$ cat config.mk
export PLATFORM = sky130hd
export DESIGN_NAME = ysyx_22050078_ifu
export DESIGN_NICKNAME = d
export VERILOG_FILES = /design/src/rtl/ysyx_22050078_ifu_pkg.sv /design/src/rtl/ysyx_22050078_ifu_stdreg.sv /design/src/rtl/ysyx_22050078_ifu.sv
export SDC_FILE = /design/constraint.sdc
export NUM_CORES = 1
export LEC_CHECK = 0
export CAP_MARGIN = 10
export CORE_MARGIN = 3
export CORE_UTILIZATION = 38
export DETAILED_ROUTE_END_ITERATION = 6
export GPL_ROUTABILITY_DRIVEN = 0
export PLACE_DENSITY = 0.82
export REMOVE_ABC_BUFFERS = 1
export SLEW_MARGIN = 20
export SYNTH_ARGS = -nofsm -noshare
export SYNTH_HDL_FRONTEND = slang
export SYNTH_SLANG_ARGS = --single-unit
$ cat constraint.sdc
create_clock -name clk -period 2 [get_ports clk]
set_input_delay 0.4 -clock clk [delete_from_list [all_inputs] [get_ports clk]]
set_output_delay 0.4 -clock clk [all_outputs]
set_load 0.01 [all_outputs]
$ cat src/rtl/ysyx_22050078_ifu_pkg.sv
`default_nettype none
// +----------------------------------------------------------------------+
// | ysyx_22050078_ifu_pkg                                                |
// | Shared widths, reset constants and IFU state encodings.              |
// | Revision: 1.0                                                        |
// +----------------------------------------------------------------------+
package ysyx_22050078_ifu_pkg;

  localparam int CPU_WIDTH  = 64;
  localparam int INST_WIDTH = 32;

  localparam logic [CPU_WIDTH-1:0]  RESET_PC = 64'h8000_0000;
  localparam logic [INST_WIDTH-1:0] NOP_INST = 32'h0000_0013;

  typedef enum logic [1:0] {
    S_AR  = 2'd0,
    S_R   = 2'd1,
    S_OUT = 2'd2
  } ifu_state_e;

  // The 64-bit bus returns two instruction words; PC bit 2 picks one.
  function automatic logic [INST_WIDTH-1:0] sel_word(input logic [CPU_WIDTH-1:0] data,
                                                     input logic                 hi);
    return hi ? data[63:32] : data[31:0];
  endfunction

endpackage
`default_nettype wire

$ cat src/rtl/ysyx_22050078_ifu_stdreg.sv
`default_nettype none
// +----------------------------------------------------------------------+
// | ysyx_22050078_ifu_stdreg                                             |
// | Write-enabled register with synchronous reset to a constant.         |
// | Revision: 1.0                                                        |
// +----------------------------------------------------------------------+
module ysyx_22050078_ifu_stdreg #(
  parameter int               WIDTH     = 64,
  parameter logic [WIDTH-1:0] RESET_VAL = '0
) (
  input  logic             clk,
  input  logic             rst,
  input  logic             i_wen,
  input  logic [WIDTH-1:0] i_din,
  output logic [WIDTH-1:0] o_dout
);

  logic [WIDTH-1:0] dout_q;

  always_ff @(posedge clk) begin
    if (rst) begin
      dout_q <= RESET_VAL;
    end else if (i_wen) begin
      dout_q <= i_din;
    end
  end

  assign o_dout = dout_q;

endmodule
`default_nettype wire

$ cat src/rtl/ysyx_22050078_ifu.sv
`default_nettype none
// +----------------------------------------------------------------------+
// | ysyx_22050078_ifu                                                    |
// | Single-outstanding instruction fetch: AR -> R -> OUT handshake FSM.  |
// | Option: YSYX_22050078_IFU_MISALIGN_CHK_EN adds misaligned-PC flag.   |
// | Revision: 1.0                                                        |
// +----------------------------------------------------------------------+
module ysyx_22050078_ifu
  import ysyx_22050078_ifu_pkg::*;
(
  input  logic                  clk,
  input  logic                  rst,
  input  logic [CPU_WIDTH-1:0]  i_pc,
  input  logic                  i_flush,
  output logic                  o_pc_adv,
  output logic                  o_ar_valid,
  output logic [CPU_WIDTH-1:0]  o_ar_addr,
  input  logic                  i_ar_ready,
  input  logic                  i_r_valid,
  input  logic [CPU_WIDTH-1:0]  i_r_data,
  output logic                  o_r_ready,
  output logic                  o_inst_valid,
  output logic [INST_WIDTH-1:0] o_inst,
  output logic [CPU_WIDTH-1:0]  o_inst_pc,
  input  logic                  i_inst_ready
`ifdef YSYX_22050078_IFU_MISALIGN_CHK_EN
  ,
  output logic                  o_inst_misalign
`endif
);

  ifu_state_e            state_q;
  logic                  pend_q;
  logic                  kill_q;
  logic [CPU_WIDTH-1:0]  fpc_q;
  logic [INST_WIDTH-1:0] inst_d;
  logic                  in_ar;
  logic                  misal;
  logic                  misal_take;
  logic                  fpc_we;
  logic                  inst_we;
  logic                  drop;

  assign in_ar = (state_q == S_AR) & ~rst;

`ifdef YSYX_22050078_IFU_MISALIGN_CHK_EN
  assign misal = in_ar & ~pend_q & (i_pc[1:0] != 2'b00);
`else
  assign misal = 1'b0;
`endif
  assign misal_take = misal & ~i_flush;

  // Once presented, the address comes from the latched fetch PC so it
  // cannot move under a redirect before the memory accepts it.
  assign o_ar_valid = in_ar & ~misal;
  assign o_ar_addr  = (pend_q ? fpc_q : i_pc) & ~64'h7;
  assign o_r_ready  = (state_q == S_R);

  assign o_inst_valid = (state_q == S_OUT);
  assign o_pc_adv     = o_inst_valid & i_inst_ready & ~i_flush;
  assign o_inst_pc    = fpc_q;

  assign drop    = kill_q | i_flush;
  assign fpc_we  = in_ar & ~pend_q;
  assign inst_we = (o_r_ready & i_r_valid & ~drop) | misal_take;
  assign inst_d  = misal_take ? '0 : sel_word(i_r_data, fpc_q[2]);

  ysyx_22050078_ifu_stdreg #(
    .WIDTH     (CPU_WIDTH),
    .RESET_VAL (RESET_PC)
  ) u_fpc_reg (
    .clk    (clk),
    .rst    (rst),
    .i_wen  (fpc_we),
    .i_din  (i_pc),
    .o_dout (fpc_q)
  );

  ysyx_22050078_ifu_stdreg #(
    .WIDTH     (INST_WIDTH),
    .RESET_VAL (NOP_INST)
  ) u_inst_reg (
    .clk    (clk),
    .rst    (rst),
    .i_wen  (inst_we),
    .i_din  (inst_d),
    .o_dout (o_inst)
  );

  always_ff @(posedge clk) begin
    if (rst) begin
      state_q <= S_AR;
      pend_q  <= 1'b0;
      kill_q  <= 1'b0;
    end else begin
      unique case (state_q)
        S_AR: begin
          if (misal_take) begin
            state_q <= S_OUT;
          end else if (o_ar_valid) begin
            // A presented request cannot be withdrawn; mark it for discard.
            if (i_flush) begin
              kill_q <= 1'b1;
            end
            if (i_ar_ready) begin
              state_q <= S_R;
              pend_q  <= 1'b0;
            end else begin
              pend_q  <= 1'b1;
            end
          end
        end
        S_R: begin
          if (i_flush) begin
            kill_q <= 1'b1;
          end
          if (i_r_valid) begin
            kill_q  <= 1'b0;
            state_q <= drop ? S_AR : S_OUT;
          end
        end
        S_OUT: begin
          if (i_flush || i_inst_ready) begin
            state_q <= S_AR;
          end
        end
        default: begin
          state_q <= S_AR;
        end
      endcase
    end
  end

`ifdef YSYX_22050078_IFU_MISALIGN_CHK_EN
  logic mis_q;

  always_ff @(posedge clk) begin
    if (rst) begin
      mis_q <= 1'b0;
    end else if (inst_we) begin
      mis_q <= misal_take;
    end
  end

  assign o_inst_misalign = mis_q & o_inst_valid;
`endif

endmodule
`default_nettype wire

==> flow_metrics.env <==
export IMPL_clkTransAtPathRegs_ps=70
export IMPL_total_leakage_power_nw=3.07
export IMPL_slew_viol_final=0
export IMPL_comb_power_share_pct=28.4
export IMPL_yosys_top_cells_area="dfxtp_1 41%, mux2_2 14%, nand2b_1 8.0%"
export IMPL_rsz0062_at_grt="false"
export IMPL_synthArstFlopShare_pct=0
export IMPL_power_switching_mw=1.54
export IMPL_tritoncts="done"
export IMPL_wl_um=17000
export IMPL_period_share_pct=97.4
export IMPL_worstPathArrival_ps=1550
export IMPL_fmax_ghz=0.513
export IMPL_wl_per_cell_um=17.4
export IMPL_critPathSlowestCell="dfxtp_4"
export IMPL_via_count=4890
export IMPL_nNetsFinal=935
export IMPL_rows=41
export IMPL_yosysTopAreaCell="dfxtp_1"
export IMPL_grt_pass1_vias=4974
export IMPL_htreeDepth=3
export IMPL_reg2reg_from="pend_q"
export IMPL_critPathMaxStageDelay_ps=430
export IMPL_stdcell_area_um2=8320
export IMPL_worst_endpoint_required_ps=1600
export IMPL_synth_cells=524
export IMPL_skew_ps=8.97
export IMPL_hold_path_class="flop to flop"
export IMPL_relSlewSlack_pct=65.1
export IMPL_final_antenna_net_count=0
export IMPL_drive_above_1_share_pct=19.1
export IMPL_vdd_drop_max_mv=0.502
export IMPL_viasPerCell=5.00
export IMPL_grt_pass1_wl_um=26000
export IMPL_status="finished, final reports clean"
export IMPL_r2r_worst_path_cells=5
export IMPL_cap_violations=0
export IMPL_hpwl_um=12600
export IMPL_cts_buffer_depth=2
export IMPL_synth_edff_count=0
export IMPL_die_w_um=120
export IMPL_syn_area_per_cell_um2=9.43
export IMPL_initial_core_util_pct=39.0
export IMPL_r2r_end="u_fpc_reg.o_dout[57]"
export IMPL_startpoint_type="flop"
export IMPL_stdcell_count=978
export IMPL_dr_pass1_iters=4
export IMPL_ys_flop_type="dfxtp_1"
export IMPL_setup_viol_count_final=0
export IMPL_dieArea_um2=14400
export IMPL_period_needed_ps=1950
export IMPL_drc=0
export IMPL_intPower_mw=4.08
export IMPL_clockRootBuffer="clkbuf_16"
export IMPL_yosysWarnings=0
export IMPL_fp_dieH_um=120
export IMPL_critPathKind="flop to primary output"
export IMPL_numCtsBuffers=9
export IMPL_final_core_util_pct=65.7
export IMPL_ios=298
export IMPL_tightest_slew_ps=523
export IMPL_min_delay_start="u_fpc_reg.o_dout[17]"
export IMPL_grt_max_degree=92
export IMPL_yosysUniqueCellTypes=28
export IMPL_synth_common_cells="100 x dfxtp_1, 64 x nand2_1, 63 x nand2b_1"
export IMPL_place_area_um2=8010
export IMPL_cp_end_kind="primary output"
export IMPL_grt_overflow=0
export IMPL_total_power_mw=5.62
export IMPL_seqPwrFrac_pct=40.6
export IMPL_antenna_cells=0
export IMPL_grt_usage_pct=22.2
export IMPL_area_delta_synth_final_pct=68.4
export IMPL_dp_cells=955
export IMPL_drt_iter0_markers=208
export IMPL_reg2reg_slack_ps=180
export IMPL_path_max_fanout=13
export IMPL_syn_area_um2=4940
export IMPL_clock_latency_ps=330
export IMPL_holdPathStages=2
export IMPL_ys_seq_elements=100
export IMPL_power_share_clock_pct=31.1
export IMPL_hold_violations=0
export IMPL_ys_seq_area_share_pct=40.5
export IMPL_clock_sinks=100
export IMPL_ctsHoldBuffers=0
export IMPL_whs_endpoint="u_fpc_reg.o_dout[17]"
export IMPL_synth_most_common_cell="dfxtp_1"
export IMPL_p_per_area_nw_per_um2=676
export IMPL_coreArea_um2=12700
export IMPL_synth_top_cell_area_share_pct=40.5
export IMPL_p_sw_share_pct=27.5
export IMPL_grt_antenna_before_repair=0
export IMPL_portBuffers=294
export IMPL_path_cells="buf_12, mux2_2, dlygate4sd2_1"
-- through the flow --
step	hold slack (ps)	setup WS [ps]	TNS, ps
after global placement	464	-94.2	-154
final	482	51.7	0
after floorplan	465	-4460	-319630
after detailed placement	473	-109	-202
after CTS	485	-90.8	-158
after global routing	507	1.65	0
-- critical path, delay by kind of cell, from the launching register on --
| family | cells | cell delay, ps |
|---|---|---|
| mux | 1 | 330 |
| flops | 1 | 430 |
| buf+inv | 2 | 450 |
-- layer usage --
layer	GRT usage, %	vias up	share of wire, %
met3	6.93	22	8.9
met5	0	-	0
met2	40.4	217	51
li1	-	2363	-
met1	24.6	2288	38
met4	6.87	0	2.0
-- registers in the layout, indices dropped and copies added, names as in the netlist --
register and count:
state_q 2, u_fpc_reg.o_dout 64, pend_q 1, u_inst_reg.o_dout 32, kill_q 1
-- power groups by stage --
stage | sequential (mW) | combinational, mW | clock, mW
after floorplan | 2.41 | 0.532 | 0
after global placement | 2.31 | 1.61 | 0
after detailed placement | 2.32 | 1.64 | 0
after CTS | 2.28 | 1.61 | 1.80
after global routing | 2.30 | 1.70 | 1.88
final | 2.28 | 1.59 | 1.75
-- area by class of cell --
type / instances / area (um^2)
clock inverter: 5 / 61.3
tap: 172 / 215
timing repair buffer: 315 / 3100
inverter: 2 / 7.51
clock buffer: 11 / 243
fill: 1001 / 4350
sequential: 100 / 2010
multi-input combinational: 373 / 2680
-- cells in the final DEF, fill, tap and decap left out, drive strengths merged --
master / netlist / routed
nor4: 1 / 1
clkdlybuf4s50: 0 / 229
nor3b: 1 / 1
nand2: 64 / 64
mux2: 61 / 61
and3b: 1 / 1
or3: 1 / 1
o21ai: 65 / 65
a211oi: 32 / 32
clkinv: 0 / 4
nor2: 6 / 6
and2: 1 / 1
nand2b: 63 / 63
and2b: 1 / 1
conb: 1 / 3
buf: 34 / 43
mux2i: 33 / 33
a21oi: 32 / 32
dlygate4sd2: 0 / 11
nor2b: 3 / 3
inv: 2 / 2
dlymetal6s2s: 0 / 1
clkbuf: 17 / 11
bufinv: 0 / 1
nor4b: 2 / 2
nor3: 3 / 3
clkdlybuf4s15: 0 / 31
dfxtp: 100 / 100
-- worst max path at each step --
| stage | cells past startpoint | endpoint | slack, ps | startpoint |
|---|---|---|---|---|
| global placement | 3 | o_pc_adv | -90 | i_inst_ready |
| CTS | 6 | o_ar_addr[10] | -90 | pend_q |
| floorplan | 2 | u_fpc_reg.o_dout[0] | -4460 | pend_q |
| finish | 3 | o_ar_addr[23] | 50 | pend_q |
| global route | 3 | o_ar_addr[40] | 2 | pend_q |
| detailed placement | 3 | o_pc_adv | -110 | i_inst_ready |
-- kinds of logic (layout without fill, tap and decap cells) --
kind of cell | after synthesis | count (layout) | share of synthesized area [%]
AOI/OAI and AO/OA | 129 | 129 | 17.6
DFF | 100 | 100 | 40.5
and+or+nand+nor | 147 | 147 | 15.4
buffers and inverters | 53 | 333 | 5.80
other | 1 | 3 | 0.0759
muxes | 94 | 94 | 20.6
-- repair_timing --
item	CTS	global route
setup buffers	6	0
gates resized for setup	137	35
setup endpoints to repair	64	47
cloned	3	0
Note: power is estimated with default switching activity, not from simulation.
